### src/rtl/pa_rst_seq_ctrl.sv
// CPU subsystem reset sequencer: orders core/bus/debug domain resets after POR or a
// reset request, records the reset cause, and applies the scan-mode reset override.
module pa_rst_seq_ctrl #(
   parameter int HOLD_CYC  = 16,
   parameter int STAGE_GAP = 4
) (
   input  logic       forever_cpuclk,
   input  logic       cpu_rst,
   input  logic       sw_rst_req,
   input  logic       dbg_rst_req,
   input  logic       wdt_rst_req,
   input  logic       cause_clr,
   input  logic       pad_yy_scan_mode,
   input  logic       pad_yy_scan_rst_b,
   output logic       core_rst_b,
   output logic       bus_rst_b,
   output logic       dbg_rst_b,
   output logic       seq_busy,
   output logic [3:0] rst_cause
);

   typedef enum logic [1:0] {
      RUN       = 2'd0,
      ASRT_CORE = 2'd1,
      HOLD      = 2'd2,
      REL_BUS   = 2'd3
   } seq_state_t;

   localparam logic [7:0] GAP_LAST  = 8'(STAGE_GAP - 1);
   localparam logic [7:0] HOLD_LAST = 8'(HOLD_CYC - 1);

   seq_state_t state_r;
   logic [7:0] cnt_r;
   logic [3:0] cause_r;
   logic       dbg_scope_r;
   logic       core_rst_b_r;
   logic       bus_rst_b_r;
   logic       dbg_rst_b_r;
   logic       seq_busy_r;
   logic       any_req_s;

   assign any_req_s = sw_rst_req | dbg_rst_req | wdt_rst_req;

   // Sequencer FSM; the domain reset registers are loaded with the decode of the state being entered
   always_ff @(posedge forever_cpuclk) begin
      if (cpu_rst) begin
         state_r      <= HOLD;
         cnt_r        <= 8'd0;
         cause_r      <= 4'b0001;
         dbg_scope_r  <= 1'b1;
         core_rst_b_r <= 1'b0;
         bus_rst_b_r  <= 1'b0;
         dbg_rst_b_r  <= 1'b0;
         seq_busy_r   <= 1'b1;
      end else begin
         case (state_r)
            RUN: begin
               if (any_req_s) begin
                  state_r      <= ASRT_CORE;
                  cnt_r        <= 8'd0;
                  cause_r      <= {wdt_rst_req, dbg_rst_req, sw_rst_req, 1'b0};
                  dbg_scope_r  <= wdt_rst_req;
                  core_rst_b_r <= 1'b0;
                  bus_rst_b_r  <= 1'b1;
                  dbg_rst_b_r  <= 1'b1;
                  seq_busy_r   <= 1'b1;
               end else if (cause_clr) begin
                  cause_r <= 4'b0000;
               end else begin
                  cause_r <= cause_r;
               end
            end
            ASRT_CORE: begin
               if (cnt_r == GAP_LAST) begin
                  state_r     <= HOLD;
                  cnt_r       <= 8'd0;
                  bus_rst_b_r <= 1'b0;
                  dbg_rst_b_r <= ~dbg_scope_r;
               end else begin
                  cnt_r <= cnt_r + 8'd1;
               end
            end
            HOLD: begin
               if (cnt_r == HOLD_LAST) begin
                  state_r     <= REL_BUS;
                  cnt_r       <= 8'd0;
                  bus_rst_b_r <= 1'b1;
                  dbg_rst_b_r <= 1'b1;
               end else begin
                  cnt_r <= cnt_r + 8'd1;
               end
            end
            REL_BUS: begin
               if (cnt_r == GAP_LAST) begin
                  state_r      <= RUN;
                  cnt_r        <= 8'd0;
                  core_rst_b_r <= 1'b1;
                  seq_busy_r   <= 1'b0;
               end else begin
                  cnt_r <= cnt_r + 8'd1;
               end
            end
            default: begin
               state_r      <= HOLD;
               cnt_r        <= 8'd0;
               cause_r      <= 4'b0001;
               dbg_scope_r  <= 1'b1;
               core_rst_b_r <= 1'b0;
               bus_rst_b_r  <= 1'b0;
               dbg_rst_b_r  <= 1'b0;
               seq_busy_r   <= 1'b1;
            end
         endcase
      end
   end

   // Scan mode hands every domain reset directly to the scan reset pad
   assign core_rst_b = pad_yy_scan_mode ? pad_yy_scan_rst_b : core_rst_b_r;
   assign bus_rst_b  = pad_yy_scan_mode ? pad_yy_scan_rst_b : bus_rst_b_r;
   assign dbg_rst_b  = pad_yy_scan_mode ? pad_yy_scan_rst_b : dbg_rst_b_r;
   assign seq_busy   = seq_busy_r;
   assign rst_cause  = cause_r;

endmodule
### config.mk
export PLATFORM = sky130hd
export DESIGN_NAME = pa_rst_seq_ctrl
export DESIGN_NICKNAME = d
export VERILOG_FILES = /design/src/rtl/pa_rst_seq_ctrl.sv
export SDC_FILE = /design/constraint.sdc
export NUM_CORES = 1
export LEC_CHECK = 0
export BUFFER_PORTS_ARGS = -buffer_cell sky130_fd_sc_hd__buf_2
export CAP_MARGIN = 10
export CORE_MARGIN = 3
export CORE_UTILIZATION = 45
export DETAILED_ROUTE_END_ITERATION = 10
export PLACE_DENSITY = 0.65
export SETUP_SLACK_MARGIN = 0.5
export SYNTH_ARGS = -nofsm -noshare
export SYNTH_HDL_FRONTEND = slang
export SYNTH_SLANG_ARGS = --single-unit
### constraint.sdc
create_clock -name forever_cpuclk -period 1.9 [get_ports forever_cpuclk]
set_input_delay 0.095 -clock forever_cpuclk [delete_from_list [all_inputs] [get_ports forever_cpuclk]]
set_output_delay 0.095 -clock forever_cpuclk [all_outputs]
set_load 0.01 [all_outputs]
==> impl_metrics.toml <==
[logic_synthesis]
synth_ff_type = "dfxtp_1"
ys_ff_latch = 19
yosysUniqueCellTypes = 38
synth_top_area_share_pct = 36.5
synth_area_um2 = 1040
yosysSeqAreaShare_pct = 36.5
ys.warnings.count = 0
syn_nets = 135
synth-edff-count = 0
syn_inst = 121
avgSynthCellArea_um2 = 8.60
synth_area_leaders = "dfxtp_1 37%, ha_1 7.2%, nand2_1 4.7%, a21oi_1 4.3%, o221ai_1 4.2%"
synthArstFlopShare_pct = 0
yosysTopAreaCell = "dfxtp_1"

[floorplan]
dieHeight_um = 54.1
dieWidth_um = 54.1
dieArea_um2 = 2930
num_rows = 16
pin_count = 16
start_util_pct = 50.0
core_area_um2 = 2080

[drt]
via_per_inst = 5.81
wire_per_inst_um = 14.4
drt-initial-drc-count = 12
topRoutingLayerUsed = "met3"
drcViolationCount = 0
final_antenna_net_count = 0
dr_wl_met2_um = 1180
drt_first_pass_iters = 5
wirelength_um = 2490
met3_length_um = 77
met1_length_um = 1230
num_vias = 1005

[timing]
finalSetupViolCount = 0
tightest_slew_ns = 0.383
min_period_ns = 1.69
clock_skew_ns = 0.00415
final.period_utilization_pct = 89.1
hold_viol_final = 0
hold_ws_ns = 0.0994
tns_ns = 0
rsz0062_at_grt = "true"
fmax_mhz = 591
drv_slew = 0
slew_headroom_pct = 74.2

[global_routing]
grt_max_degree = 21
grt_pass1_vias = 970
gr-total-overflow = 0
grt_pass1_wl_um = 4210
antenna_found_initial = 0
grtUsageTotal_pct = 19.9

[job]
timing.max_cap.violations = 0

[layout]
num-nets-final = 161
mostFrequentLayoutCell = "buf_2"
fill_cells = 183
area_delta_synth_final_pct = 28.1
n_antenna_cell = 0
area.sequential_um2 = 390
layout_common_cells = "15 x buf_2, 13 x nand2_1, 13 x dfxtp_1"
fin_util_pct = 64.1
post_layout_nonfiller_instances = 173
multi_input_area_um2 = 702
final_area_um2 = 1330
layout-drive-gt1-share_pct = 38.4

[cts]
cts_root_buffer = "clkbuf_4"
cts_buffers = 3
cts_tree = "yes"
cts_hold_buf = 0
clk_latency_ns = 0.30
htreeDepth = 1
clkSlewWorstSetupHoldPaths_ns = 0.12
clock-sinks = 19
cts_buffer_depth = 2

[power]
p_clk_share_pct = 13.0
intPower_mw = 0.970
p_comb_share_pct = 53.0
power.share.switching_pct = 39.9
ir_drop_uv = 650
power_leakage_nw = 0.505
p_seq_share_pct = 34.0
p_per_area_nw_per_um2 = 1210
p_sw_mw = 0.643

[place]
port_buffers = 15
dp_hpwl_um = 1650
place_congestion = 0.750
dpl_cell_area_um2 = 1180
dp.cells = 160

[setup_path]
path_class = "register to register"
critPathRequiredTime_ns = 2.08
critPathLaunchType = "register"
cp.arrival_ns = 1.88
crit_fanout = 8
end_kind = "register"

[min_path]
hold_path_class = "input port to register"

[run_status]
status = "complete, no violations"
power groups by stage:
stage / clock network (mW) / registers [mW] / logic [mW]
final: 0.210 / 0.549 / 0.855
after global routing: 0.231 / 0.559 / 0.940
after CTS: 0.218 / 0.542 / 0.817
after detailed placement: 0 / 0.549 / 0.704
after global placement: 0 / 0.544 / 0.700
after floorplan: 0 / 0.545 / 0.550
flip-flops by register name, indices dropped and copies added, names as in the netlist:
| register | cells |
|---|---|
| cnt_r | 8 |
| rst_cause | 4 |
| core_rst_b_r | 1 |
| seq_busy | 1 |
| dbg_scope_r | 1 |
| bus_rst_b_r | 1 |
| dbg_rst_b_r | 1 |
| state_r | 2 |
timing repair:
item	4_1_cts	5_1_grt
endpoints found under the setup margin	14	14
gates cloned	1	0
buffers inserted	8	0
pin swaps	7	1
resized for setup	8	3
cell type report:
class,count,share of cell area [%]
Sequential cell,19,29.3
Clock inverter,1,0.375
Multi-Input combinational cell,91,52.6
Tap cell,27,2.53
Clock buffer,3,1.69
Inverter,6,1.69
Timing Repair Buffer,26,11.8
final timing paths:
| path | from | to | slack [ns] | depth (start not counted) |
|---|---|---|---|---|
| max | cnt_r[4] | dbg_rst_b_r | 0.21 | 4 |
| min | wdt_rst_req | dbg_scope_r | 0.1 | 2 |
| max reg2reg | cnt_r[4] | dbg_rst_b_r | 0.21 | 4 |
| min reg2reg | bus_rst_b_r | bus_rst_b_r | 0.47 | 2 |
critical path, stage by stage (launching register included):
cell	delay [ns]
dfxtp_4	0.36
or4_4	0.58
o21a_4	0.27
nor4b_4	0.24
a311oi_1	0.12
through the flow:
stage          power, mW  setup WS (ns)
6_report            1.61          0.207
2_1_floorplan       1.09          0.250
4_1_cts             1.58          0.222
3_5_place_dp        1.25          0.123
5_1_grt             1.73          0.146
3_3_place_gp        1.24          0.132
layer usage:
metal | GRT usage, % | up-vias
li1 | - | 511
met1 | 25.5 | 482
met2 | 32.5 | 12
met3 | 3.05 | 0
met4 | 9.13 | 0
met5 | 0 | -
Yosys cell counts (2+ instances only):
cell and instances:
a21o_1 2, ha_1 6, a21oi_1 9, nand3_1 3
dfxtp_1 19, buf_6 2, nand2_1 13, o21a_1 2
o221ai_1 5, nor2_1 7, inv_1 6, o21ai_0 7
a22oi_1 3, a211o_1 2, a31oi_1 3, nor4_1 2
clkbuf_1 4, nor3_1 6
cells by family after synthesis:
logic type,count (synthesis),synth area share (%)
fa+ha+maj,6,7.21
buf+inv,12,5.77
simple gates,41,21.5
compound gates,43,29.0
flops,19,36.5
Note: power is estimated with default switching activity, not from simulation.
